[src/rtl/pkt_router_buffered.sv]
// rtl/pkt_router_buffered.sv - packet router with per-output FWFT FIFOs
// Head flit selects the output; reserved types / out-of-range destinations are dropped whole.
module pkt_router_buffered #(
   parameter int NUM_PORTS  = 4,
   parameter int DATA_W     = 8,
   parameter int TYPE_W     = 2,
   parameter int FIFO_DEPTH = 4,
   parameter int DEST_W     = $clog2(NUM_PORTS)
) (
   input  logic                                    clk,
   input  logic                                    n_rst,
   input  logic                                    in_valid,
   output logic                                    in_ready,
   input  logic [DEST_W-1:0]                       in_dest,
   input  logic [TYPE_W-1:0]                       in_type,
   input  logic [DATA_W-1:0]                       in_data,
   input  logic                                    in_eop,
   output logic [NUM_PORTS-1:0]                    out_valid,
   input  logic [NUM_PORTS-1:0]                    out_ready,
   output logic [NUM_PORTS*(1+TYPE_W+DATA_W)-1:0]  out_flit,
   output logic                                    invalid_packet,
   output logic [7:0]                              drop_count
);
   localparam int F     = 1 + TYPE_W + DATA_W;
   localparam int PTR_W = $clog2(FIFO_DEPTH);

   typedef enum logic [1:0] {S_IDLE = 2'd0, S_ROUTE = 2'd1, S_DROP = 2'd2} state_t;

   state_t              state_q, state_d;
   logic [DEST_W-1:0]   dest_q, dest_d;
   logic [TYPE_W-1:0]   type_q, type_d;
   logic                invalid_q, invalid_d;
   logic [7:0]          drop_q, drop_d;

   logic [F-1:0]        mem_q    [NUM_PORTS][FIFO_DEPTH];
   logic [PTR_W-1:0]    wr_ptr_q [NUM_PORTS];
   logic [PTR_W-1:0]    rd_ptr_q [NUM_PORTS];
   logic [PTR_W:0]      count_q  [NUM_PORTS];

   logic [NUM_PORTS-1:0] full, push, pop;
   logic                 head_invalid, tgt_full, accept, do_push;
   logic [DEST_W-1:0]    tgt;
   logic [F-1:0]         push_flit;

   always_comb begin
      out_valid = '0;
      out_flit  = '0;
      full      = '0;
      pop       = '0;
      for (int p = 0; p < NUM_PORTS; p++) begin
         full[p]            = (count_q[p] == (PTR_W+1)'(FIFO_DEPTH));
         out_valid[p]       = (count_q[p] != '0);
         pop[p]             = out_valid[p] & out_ready[p];
         out_flit[p*F +: F] = mem_q[p][rd_ptr_q[p]];
      end
   end

   assign head_invalid = (in_type == {TYPE_W{1'b1}}) || (32'(in_dest) >= 32'(NUM_PORTS));
   assign tgt          = (state_q == S_ROUTE) ? dest_q : in_dest;

   // Readiness uses registered occupancy only: a pop in the same cycle does not free a slot.
   always_comb begin
      tgt_full = 1'b0;
      for (int p = 0; p < NUM_PORTS; p++) begin
         if (tgt == DEST_W'(p)) tgt_full = full[p];
      end
   end

   always_comb begin
      state_d   = state_q;
      dest_d    = dest_q;
      type_d    = type_q;
      invalid_d = 1'b0;
      drop_d    = drop_q;
      do_push   = 1'b0;
      case (state_q)
         S_IDLE:  in_ready = head_invalid | ~tgt_full;
         S_ROUTE: in_ready = ~tgt_full;
         default: in_ready = 1'b1;
      endcase
      accept = in_valid & in_ready;
      case (state_q)
         S_IDLE: begin
            if (accept) begin
               if (head_invalid) begin
                  invalid_d = 1'b1;
                  if (drop_q != 8'hFF) drop_d = drop_q + 8'd1;
                  if (!in_eop) state_d = S_DROP;
               end else begin
                  do_push = 1'b1;
                  if (!in_eop) begin
                     state_d = S_ROUTE;
                     dest_d  = in_dest;
                     type_d  = in_type;
                  end
               end
            end
         end
         S_ROUTE: begin
            if (accept) begin
               do_push = 1'b1;
               if (in_eop) state_d = S_IDLE;
            end
         end
         S_DROP: begin
            if (accept && in_eop) state_d = S_IDLE;
         end
         default: state_d = S_IDLE;
      endcase
   end

   always_comb begin
      push = '0;
      for (int p = 0; p < NUM_PORTS; p++) begin
         push[p] = do_push & (tgt == DEST_W'(p));
      end
   end

   assign push_flit      = {in_eop, (state_q == S_ROUTE) ? type_q : in_type, in_data};
   assign invalid_packet = invalid_q;
   assign drop_count     = drop_q;

   always_ff @(posedge clk or negedge n_rst) begin
      if (!n_rst) begin
         state_q   <= S_IDLE;
         dest_q    <= '0;
         type_q    <= '0;
         invalid_q <= 1'b0;
         drop_q    <= '0;
         for (int p = 0; p < NUM_PORTS; p++) begin
            wr_ptr_q[p] <= '0;
            rd_ptr_q[p] <= '0;
            count_q[p]  <= '0;
         end
      end else begin
         state_q   <= state_d;
         dest_q    <= dest_d;
         type_q    <= type_d;
         invalid_q <= invalid_d;
         drop_q    <= drop_d;
         for (int p = 0; p < NUM_PORTS; p++) begin
            if (push[p]) wr_ptr_q[p] <= wr_ptr_q[p] + PTR_W'(1);
            if (pop[p])  rd_ptr_q[p] <= rd_ptr_q[p] + PTR_W'(1);
            case ({push[p], pop[p]})
               2'b10:   count_q[p] <= count_q[p] + (PTR_W+1)'(1);
               2'b01:   count_q[p] <= count_q[p] - (PTR_W+1)'(1);
               default: count_q[p] <= count_q[p];
            endcase
         end
      end
   end

   // Storage needs no reset: occupancy gates visibility of every entry.
   always_ff @(posedge clk) begin
      for (int p = 0; p < NUM_PORTS; p++) begin
         if (push[p]) mem_q[p][wr_ptr_q[p]] <= push_flit;
      end
   end
endmodule

[config.mk]
export PLATFORM = sky130hd
export DESIGN_NAME = pkt_router_buffered
export DESIGN_NICKNAME = d
export VERILOG_FILES = /design/src/rtl/pkt_router_buffered.sv
export SDC_FILE = /design/constraint.sdc
export NUM_CORES = 1
export LEC_CHECK = 0
export CORE_ASPECT_RATIO = 0.7
export CORE_UTILIZATION = 55
export CTS_CLUSTER_SIZE = 12
export DETAILED_ROUTE_END_ITERATION = 6
export PLACE_DENSITY = 0.74
export SLEW_MARGIN = 20
export SYNTH_ARGS = -nofsm -noshare
export SYNTH_HDL_FRONTEND = slang
export SYNTH_SLANG_ARGS = --single-unit
[constraint.sdc]
create_clock -name clk -period 7.5 [get_ports clk]
set_input_delay 0.75 -clock clk [delete_from_list [all_inputs] [get_ports clk]]
set_output_delay 0.75 -clock clk [all_outputs]
set_load 0.01 [all_outputs]
# Word-level counts from Yosys, hierarchy flattened
# Memories as Yosys holds them, arrays and structs flattened.
# Index checks and enable logic that the tools add are counted.
dict set report op_classes {
  order_cmp 12
  eq_ne 24
  bitwise 21
  muxes 63
  n_addsub 17
  reduce_logical 21
}
# cell count
set op_table {}
lappend op_table {{$mux W44} 10}
lappend op_table {{$mux W11} 12}
lappend op_table {{$reduce_or A44 Y1} 3}
lappend op_table {{$bmux W11 S2} 4}
lappend op_table {{$demux W11 S2} 4}
lappend op_table {{$ge A3 B3 Y1 const B} 8}
lappend op_table {{$mux W2} 12}
lappend op_table {{$not A2 Y3} 8}
lappend op_table {{$pmux W3 S2} 4}
lappend op_table {{$add A2 B1 Y2 const B} 8}
lappend op_table {{$eq A2 B2 Y1 const B} 8}
lappend op_table {{$mux W1} 14}
lappend op_table {{$add A3 B1 Y3 const B} 4}
lappend op_table {{$eq A2 B1 Y1 const B} 6}
lappend op_table {{$eq A3 B3 Y1 const B} 4}
lappend op_table {{$lt A3 B1 Y1 const B} 4}
lappend op_table {{$reduce_bool A3 Y1} 4}
lappend op_table {{$sub A3 B1 Y3 const B} 4}
lappend op_table {{$ne A2 B2 Y1 const B} 5}
lappend op_table {{$and A1 B1 Y1} 9}
lappend op_table {{$add A8 B1 Y8 const B} 1}
lappend op_table {{$ne A8 B8 Y1 const B} 1}
lappend op_table {{$reduce_and A4 Y1} 2}
lappend op_table {{$reduce_bool A2 Y1} 4}
lappend op_table {{other kinds (7)} 15}
dict set report totals {
  in_bits 20
  elab_cells 176
  memories 1
  ram_bits 176
  reg_bits 43
}
# memory depth width read_ports rd_clocked_by_memory_dff wr line
set mem_list {}
lappend mem_list {mem_q 4 44 4 0 1 35} ;# logic [F-1:0] mem_q [NUM_PORTS][FIFO_DEPTH];

# Logic depth before layout (Yosys ltp)
# Gate-level depths: netlist of run 1.
dict set report logic_depth {
  word_depth 20
  depth_mapped 13
  mapped_depth_nobuf 12
}

# Worst setup path after synthesis of run 1
# Ideal clock, no wire load.
dict set report synth_path {
  kind {input-to-reg}
  from {input port in_type[0]}
  to {register count_q[5] in the netlist's numbering}
  setup_ns 0.079
  slack_ns 4.701
  required_time_ns 7.421
  cell_stages 13
  arrival_ns 2.719
  cell_sequence {nand2_1 -> nand2_1 -> o21ai_0 -> a22oi_4 -> and4_1 -> buf_4 -> inv_1 -> ha_1 -> inv_1 -> fa_1 -> xor2_1 -> nor2_1 -> xor2_1}
}
dict set report synth_via {
  elab_chain_cells 9
  word_cells_on_any_way 13
  cone_classes {eq/ne: 3; mux: 6; bitwise: 3; reduce/logical: 1}
}
# element line
set synth_lines {}
lappend synth_lines {{from (decl)} 15} ;# input logic [TYPE_W-1:0] in_type,
lappend synth_lines {{$eq A2 B2 Y1 *} 58} ;# assign head_invalid = (in_type == {TYPE_W{1'b1}}) || (32'(in_dest) >= 32'(NUM_PORTS));
lappend synth_lines {{$or A1 B1 Y1} 77} ;# S_IDLE: in_ready = head_invalid | ~tgt_full;
lappend synth_lines {{$pmux W1 S2} 76} ;# case (state_q)
lappend synth_lines {{$and A1 B1 Y1} 81} ;# accept = in_valid & in_ready;
lappend synth_lines {{$mux W1, on equally long branches} {100, 84}}
lappend synth_lines {{$pmux W1 S2 *} 82} ;# case (state_q)
lappend synth_lines {{$and A1 B1 Y1 *} 115} ;# push[p] = do_push & (tgt == DEST_W'(p));
lappend synth_lines {{$eq A2 B1 Y1 or $eq A2 B2 Y1 (tied branches)} 144} ;# case ({push[p], pop[p]})
lappend synth_lines {{$pmux W3 S2 or $reduce_bool A2 Y1 (tied branches)} -}
lappend synth_lines {{to (signal, indexed assignment)} 145} ;# 2'b10: count_q[p] <= count_q[p] + (PTR_W+1)'(1);
lappend synth_lines {{to (signal, indexed assignment)} 146} ;# 2'b01: count_q[p] <= count_q[p] - (PTR_W+1)'(1);
lappend synth_lines {{to (signal, indexed assignment)} 147} ;# default: count_q[p] <= count_q[p];
lappend synth_lines {{to (decl)} 38} ;# logic [PTR_W:0] count_q [NUM_PORTS];
# Mark *: on every way between the ends. The rest lies on a longest branch, timed or not.
# A chain may end at the register's enable or synchronous reset.

# Worst setup path in the final report of run 1
dict set report layout_path {
  from {input port in_type[0]}
  to {output port in_ready}
}
dict set report layout_via {
  elab_chain_cells 3
}
# element line
set layout_lines {}
lappend layout_lines {{$eq A2 B2 Y1} 58}
lappend layout_lines {{$or A1 B1 Y1} 77}
lappend layout_lines {{$pmux W1 S2} 76}
lappend layout_lines {{to (decl)} 13} ;# output logic in_ready,
# No other way between the ends.

==> impl_metrics.yaml, run 1 <==
floorplan:
  coreArea_mm2: 0.0155
  start_util: 0.564
  io_pins: 78
  rows: 38
  dieHeight_um: 107
  dieArea_mm2: 0.0164
  die_w_um: 153
yosys:
  synth_compound_area_frac: 0.0103
  synth.avg_cell_area_um2: 19.7
  syn_inst: 444
  synth_top_area_cell: "edfxtp_1"
  ys_async_sr_fraction: 0.196
  ys.flop_type: "edfxtp_1"
  yosys.area_share.simple: 0.0415
  yosys-top-cells-count: "edfxtp_1, mux4_2, dfrtp_1, inv_1"
  synth.most_common_cell: "edfxtp_1"
  synth-xor-area-share: 0.0311
  ys_ff_latch: 219
  ys_top_cells_by_area: "edfxtp_1, dfrtp_1, mux4_2"
  yosys_warnings: 0
  synth_top_area_frac: 0.605
  synth_fp_nets: 489
  synth_cell_types: 35
  synth_edf_count: 176
  synthMuxAreaShare: 0.134
  seq_area_frac_synth: 0.728
  synth_fa_ha_area_frac: 0.0392
  netlist_area_mm2: 0.00873
  synth_top_family_by_area: "multiplexers"
drt:
  totalWireLength_um: 16000
  vias_per_cell: 5.64
  dr.pass1.iters: 7
  drc_errors: 6
  drt_iter0_markers: 237
  wire_per_inst_um: 21.4
  antenna_left: 0
  vias: 4238
power:
  peakVddDrop_mv: 0.211
  p_leak_nw: 3.68
  p_per_area_mw_per_mm2: 377
global_routing:
  antenna_found_initial: 0
  grt_first_pass_wirelength_um: 24800
  grt_pass1_vias: 4356
  gr-total-overflow: 0
  grt_max_degree: 44
  track_usage: 0.205
worst_setup_path:
  crit_chain: "clkdlybuf4s50_1, nand2_1, nand2_1, o21ai_0, a22oi_4, or2_2, clkdlybuf4s50_1"
  required_ps: 6750
  cp_slowest_cell: "clkdlybuf4s50_1"
  startpoint_type: "input pin"
  path_max_fanout: 6
  arrival_ps: 2770
  cpPeakStageDelay_ps: 480
  critPathKind: "input pin to primary output"
  endpoint_kind: "primary output"
placed_design:
  dp_hpwl_um: 9820
  placed_cells: 712
  io_buffer_count: 77
  gp_congestion: 0.787
clock_tree:
  cts_made_buffers: 22
  cts_resized: 0
  cts-root-buf: "clkbuf_16"
  clock_path_buffers: 3
  cts_sinks: 219
  clk_pin_slew_worst_paths_ps: 60
  cts_max_level: 1
  insertion_delay_ps: 490
  cts_tree: "yes"
  cts_hold_buf: 0
  post_cts_buffers: 0
sta:
  maxSlewViolCount: 0
  fin_setup_tns_ps: 0
  fin_crit_sh: 0.469
  min_period_ps: 3520
  rsz0062_at_grt: "false"
  max_freq_ghz: 0.284
  worstMarginPinSlew_ps: 862
  hold_violations: 0
  relSlewSlack: 0.421
  skew_ps: 10.7
  setup_viol: 0
status:
  violations: "DRC"
  outcome: "complete, but fails checks"
final_layout:
  multiInputGateArea_mm2: 0.00223
  n_antenna_cell: 0
  num-fill-cells: 1033
  syn_to_final_growth_pct: 18.5
  drive_gt1_frac: 0.154
  nNetsFinal: 581
  fin_cells: 751
  register_area_mm2: 0.00636
job:
  maxCapViolCount: 0
worst_hold_path:
  hold_class: "input pin to asynchronous set/reset pin"
## cells by family (layout without fill, tap and decap cells)
| family | after synthesis | count (layout) |
|---|---|---|
| DFF | 219 | 219 |
| adders and majority gates | 25 | 25 |
| AOI/OAI and AO/OA | 12 | 12 |
| buffers and inverters | 35 | 142 |
| and+or+nand+nor | 64 | 64 |
| xor gates and xnor gates | 31 | 31 |
| muxes | 58 | 58 |
## final timing paths
| path | from | to | slack [ps] | cells past startpoint |
|---|---|---|---|---|
| max in group asynchronous | n_rst | rd_ptr_q[6] | 6840 | 1 |
| hold / removal | n_rst | drop_count[0] | 240 | 1 |
| setup / recovery | in_type[0] | in_ready | 3980 | 7 |
| setup reg to reg | state_q[0] | count_q[2] | 4530 | 12 |
| min in group clk | count_q[11] | count_q[11] | 490 | 1 |
| hold reg to reg | count_q[11] | count_q[11] | 490 | 1 |
## placed cells by master (no fill, tap or decap), types with 3 or more instances in the layout
cell type        instances
nor3_1                   3
nor2_1                   5
edfxtp_1               176
and4_1                   3
ha_1                    21
clkbuf_16               23
mux2i_1                  3
nand3_1                  4
or3_1                    4
xor2_1                  14
o21ai_0                  6
mux2_4                   3
and3_1                   4
inv_1                   25
nand2_1                 14
clkdlybuf4s50_1         76
xnor2_1                 17
mux2_2                   7
dfrtp_1                 43
and2_1                  21
clkbuf_1                13
fa_1                     4
mux4_2                  44
## registers in the layout, summed over array words and instances, names as in the netlist
name / count
wr_ptr_q: 8
rd_ptr_q: 8
invalid_packet: 1
state_q: 2
dest_q: 2
mem_q: 176
type_q: 2
drop_count: 8
count_q: 12
## cell type report
class / count / share of cell area
Clock buffer: 36 / 0.0603
Clock inverter: 3 / 0.00145
Inverter: 25 / 0.00906
Multi-Input combinational cell: 190 / 0.216
Sequential cell: 219 / 0.614
Tap cell: 200 / 0.0242
Timing Repair Buffer: 78 / 0.0749
## power breakdown
group | internal (W) | total [W] | switching (W) | leakage (nW)
Sequential | 0.00152 | 0.00174 | 0.000222 | 2.11
Clock | 0.000567 | 0.000992 | 0.000426 | 0.302
Combinational | 0.000678 | 0.00118 | 0.000502 | 1.26
## worst max-delay path: cells and delay by family
family | cells | cell delay, ps
buffers and inverters | 2 | 960
AND/OR/NAND/NOR | 3 | 510
AO/OA/AOI/OAI | 2 | 550
## stage by stage
stage          power, W  area (um^2)   util  setup WS (ps)  hold WS (ps)
6_report        0.00391        10400  0.668           3980           245
5_1_grt         0.00410        10400  0.668           3810           281
4_1_cts         0.00395        10400  0.668           3970           460
3_5_place_dp    0.00295         9710  0.627           3920           475
3_3_place_gp    0.00289         9710  0.627           4040           462
2_1_floorplan   0.00242         8730      -           4700           448
## routing by layer
metal / routed length [um] / global-route usage / share of wire / vias up
met3: 931 / 0.0338 / 0.058 / 15
met1: 7110 / 0.294 / 0.44 / 2217
li1: - / - / - / 1887
met5: 0 / 0 / 0 / -
met4: 166 / 0.0404 / 0.010 / 0
met2: 7840 / 0.339 / 0.49 / 119
(Power assumes the default switching activity.)
==> run 2: changes to the inputs <==
clock period = 3.5 ns   (was 7.5 ns; I/O delays follow)
==> run 2 against run 1 <==
The flow still finishes with violations (DRC); critical path depth shrank 1; sequential cell count is the same; register-to-register slack got worse by 4000 ps; via count decreased by 1.2%; cell area is 0.24% higher; largest power group unchanged; die area unchanged; total power rose by 110%.
==> impl_metrics.yaml, run 2 (synthesized netlist as in run 1, its figures left out) <==
status:
  violations: "DRC"
  outcome: "complete, but fails checks"
power:
  peakVddDrop_mv: 0.421
  p_per_area_mw_per_mm2: 805
  p_leak_nw: 3.69
floorplan:
  start_util: 0.564
  coreArea_mm2: 0.0155
  die_w_um: 153
  dieHeight_um: 107
  dieArea_mm2: 0.0164
  rows: 38
  io_pins: 78
final_layout:
  syn_to_final_growth_pct: 18.8
  fin_cells: 755
  most-common-layout-cells: "edfxtp_1, clkdlybuf4s50_1, mux4_2, dfrtp_1, inv_1"
  nNetsFinal: 584
  largest_reg_flops: 176
  n_antenna_cell: 0
  stdcell_area_mm2: 0.0104
  drive_gt1_frac: 0.155
  layout_commonest_cell: "edfxtp_1"
worst_setup_path:
  critPathKind: "flip-flop to primary output"
  startpoint_type: "flip-flop"
  endpoint_kind: "primary output"
  timing.rr.start: "state_q[0]"
  required_ps: 3150
  reg2reg_slack_ps: 540
  reg2reg_depth: 12
  arrival_ps: 2700
  path_max_fanout: 7
  regToRegEndpoint: "count_q[5]"
sta:
  rsz0062_at_grt: "false"
  relSlewSlack: 0.457
  worstMarginPinSlew_ps: 815
  min_period_ps: 3050
  fin_crit_sh: 0.871
  skew_ps: 10.8
  setup_viol: 0
  maxSlewViolCount: 0
  fin_setup_tns_ps: 0
  max_freq_ghz: 0.328
  hold_violations: 0
clock_tree:
  cts_sinks: 219
  clk_pin_slew_worst_paths_ps: 60
  clock_path_buffers: 3
  insertion_delay_ps: 500
  cts_tree: "yes"
  cts_max_level: 1
  cts_made_buffers: 22
  cts-root-buf: "clkbuf_16"
  cts_resized: 0
drt:
  drc_errors: 4
  wire_per_inst_um: 21.3
  vias: 4188
  totalWireLength_um: 16100
  drt_iter0_markers: 243
  antenna_left: 0
  dr.pass1.iters: 7
  vias_per_cell: 5.55
global_routing:
  grt_max_degree: 44
  grt_pass1_vias: 4450
  track_usage: 0.208
  grt_first_pass_wirelength_um: 25400
  antenna_found_initial: 1
  gr-total-overflow: 0
placed_design:
  io_buffer_count: 77
  placed_cells: 714
  gp_congestion: 0.792
  dpl_cell_area_mm2: 0.00973
  dp_hpwl_um: 9850
job:
  maxCapViolCount: 0
worst_hold_path:
  hold_class: "input pin to asynchronous set/reset pin"
## run 2: cell types whose count changed in the layout (fill, tap and decap cells not counted), sizes merged
cell	previous run	this run
buf	2	4
clkbuf	36	38
clkinvlp	1	0
dlygate4sd3	0	1
## run 2: per-layer routing
| metal | global-route usage | wire, um |
|---|---|---|
| met3 | 0.0354 | 904 |
| met4 | 0.0527 | 280 |
| met1 | 0.303 | 7090 |
| met2 | 0.332 | 7800 |
| met5 | 0 | 0 |
## run 2: worst max-delay path, cell delays in order (launching register included)
cell	delay, ps
dfrtp_1	460
nand2b_2	170
mux2i_4	330
mux2i_1	320
a22oi_4	140
or2_2	300
clkdlybuf4s50_1	480
## run 2: how the worst max path moves through the flow
stage                       to  startpoint  cells past startpoint  slack [ps]
finish                in_ready  state_q[0]                      6         450
global route        count_q[5]  state_q[1]                     12         330
CTS                   in_ready  state_q[0]                      6         440
detailed placement  count_q[5]  in_type[0]                     13         360
global placement    count_q[5]  in_type[0]                     13         470
floorplan           count_q[5]  state_q[0]                     13         790
## run 2: metrics by stage
stage	hold WS [ps]	power, W	utilization	worst slack (ps)
after floorplan	54.4	0.00520	-	789
after global placement	467	0.00620	0.628	472
after detailed placement	473	0.00632	0.628	360
after CTS	79.0	0.00845	0.669	438
after global routing	475	0.00880	0.670	330
final	408	0.00836	0.670	453
## run 2: what timing repair did
item                       in CTS  in global routing
hold endpoints to repair        0                 43
buffers inserted                0                  0
hold buffers                    0                  1
setup endpoints to repair       0                  0
## run 2: final cells by class
cell class,instances,area [um^2]
Timing Repair Buffer,81,801
Multi-Input combinational cell,190,2230
Clock buffer,38,632
Clock inverter,2,7.51
Inverter,25,93.8
Sequential cell,219,6360
Tap cell,200,250
Fill cell,1013,5120
## run 2: report_power, final
part / switching [W] / internal, W / total [W] / leakage, nW
Sequential: 0.000475 / 0.00325 / 0.00372 / 2.11
Combinational: 0.00107 / 0.00146 / 0.00252 / 1.28
Clock: 0.000895 / 0.00122 / 0.00211 / 0.304
==> run 3: changes to the inputs <==
CTS_BUF_LIST = sky130_fd_sc_hd__clkbuf_8 sky130_fd_sc_hd__clkbuf_16   (was not set)
SLEW_MARGIN = 10   (was 20)
==> run 3 against run 2 <==
The run still ends with DRC left; register-to-register slack about the same; routed wire length down 0.44%; global-route usage unchanged; cell area down 0.12%.
==> impl_metrics.yaml, run 3 (synthesized netlist as in run 1, its figures left out) <==
clock_tree:
  cts_resized: 0
  cts_made_buffers: 22
  cts_hold_buf: 0
  clk_pin_slew_worst_paths_ps: 60
  cts-root-buf: "clkbuf_16"
  cts_max_level: 1
  post_cts_buffers: 0
  clock_path_buffers: 3
  cts_tree: "yes"
  cts_sinks: 219
  insertion_delay_ps: 500
worst_setup_path:
  arrival_ps: 2700
  path_depth: 6
  startpoint_type: "flip-flop"
  timing.rr.start: "state_q[0]"
  required_ps: 3150
  cp_num_buf_inv: 1
  cp_slowest_cell: "clkdlybuf4s50_1"
  regToRegEndpoint: "count_q[5]"
  reg2reg_slack_ps: 540
  reg2reg_depth: 12
  path_delay_family: "multiplexers"
  cpPeakStageDelay_ps: 480
  path_max_fanout: 7
  crit_end: "in_ready"
  critPathKind: "flip-flop to primary output"
  setup.worst_path.start: "state_q[0]"
  crit_chain: "nand2b_2, mux2i_4, mux2i_1, a22oi_4, or2_2, clkdlybuf4s50_1"
  endpoint_kind: "primary output"
global_routing:
  track_usage: 0.208
  gr-total-overflow: 0
  grt_max_degree: 44
  met1_usage: 0.303
  top_usage_layer: "met2"
  grt_use_met3: 0.0354
  grt_pass1_vias: 4450
  antenna_found_initial: 1
  grt_first_pass_wirelength_um: 25400
  grt_use_met2: 0.332
job:
  maxCapViolCount: 0
final_layout:
  n_antenna_cell: 0
  nNetsFinal: 583
  largest_reg_flops: 176
  layout_commonest_cell: "edfxtp_1"
  drive_gt1_frac: 0.155
  syn_to_final_growth_pct: 18.7
  most-common-layout-cells: "edfxtp_1, clkdlybuf4s50_1, mux4_2, dfrtp_1, inv_1"
  stdcell_area_mm2: 0.0104
sta:
  worstMarginPinSlew_ps: 1050
  fin_setup_tns_ps: 0
  min_period_ps: 3050
  max_freq_ghz: 0.328
  rsz0062_at_grt: "false"
  setup_viol: 0
  relSlewSlack: 0.303
  maxSlewViolCount: 0
  hold_violations: 0
  skew_ps: 9.02
  fin_crit_sh: 0.872
power:
  p_int_w: 0.00588
  combinationalPowerShare: 0.303
  p_per_area_mw_per_mm2: 802
  pwr-share-clk: 0.249
  p_leak_nw: 3.75
  p_switching_w: 0.00244
  pwr-share-seq: 0.448
  sw_frac_of_total: 0.293
  peakVddDrop_mv: 0.419
status:
  outcome: "complete, but fails checks"
  violations: "DRC"
placed_design:
  gp_congestion: 0.792
  io_buffer_count: 77
  dpl_cell_area_mm2: 0.00973
  dp_hpwl_um: 9850
floorplan:
  die_w_um: 153
  io_pins: 78
  dieHeight_um: 107
  start_util: 0.564
  dieArea_mm2: 0.0164
  coreArea_mm2: 0.0155
  rows: 38
drt:
  drt_iter0_markers: 230
  dr.pass1.iters: 7
  totalWireLength_um: 16000
  antenna_left: 0
  vias: 4153
  drc_errors: 5
  vias_per_cell: 5.51
  wire_per_inst_um: 21.2
worst_hold_path:
  hold_class: "input pin to asynchronous set/reset pin"
run 3: cell type report:
class / instances / area [um^2]
clock buffer: 23 / 576
clock inverter: 17 / 63.8
fill: 1011 / 5130
inverter: 25 / 93.8
multi-input combinational: 190 / 2230
sequential: 219 / 6360
tap: 200 / 250
timing repair buffer: 80 / 788
run 3: per-layer routing:
layer | part of all wire | routed length [um]
met5 | 0 | 0
met4 | 0.015 | 245
met3 | 0.076 | 1210
met2 | 0.48 | 7710
met1 | 0.43 | 6840
run 3: power by group through the flow:
stage	clock network [W]	logic, W	registers (W)
finish	0.00207	0.00252	0.00372
floorplan	0	0.00170	0.00350
global placement	0	0.00245	0.00376
detailed placement	0	0.00254	0.00378
CTS	0.00211	0.00256	0.00374
global route	0.00222	0.00274	0.00379
run 3: metrics by stage:
stage | hold slack, ps | total power, W | util | worst slack (ps) | std cells
after detailed placement | 473 | 0.00632 | 0.628 | 360 | 714
after CTS | 78.7 | 0.00841 | 0.669 | 438 | 754
after floorplan | 54.4 | 0.00520 | - | 789 | 444
final | 31.8 | 0.00831 | 0.669 | 447 | 754
after global routing | 140 | 0.00875 | 0.669 | 331 | 754
after global placement | 467 | 0.00620 | 0.628 | 472 | 714
run 3: how the worst min path moves through the flow:
stage                     cells past startpoint  slack [ps]         end
final                                         1          30  count_q[6]
after global routing                          1         140  count_q[7]
after CTS                                     1          80  count_q[6]
after detailed placement                      1         470  count_q[8]
after global placement                        1         470  count_q[8]
after floorplan                               0          50  count_q[0]
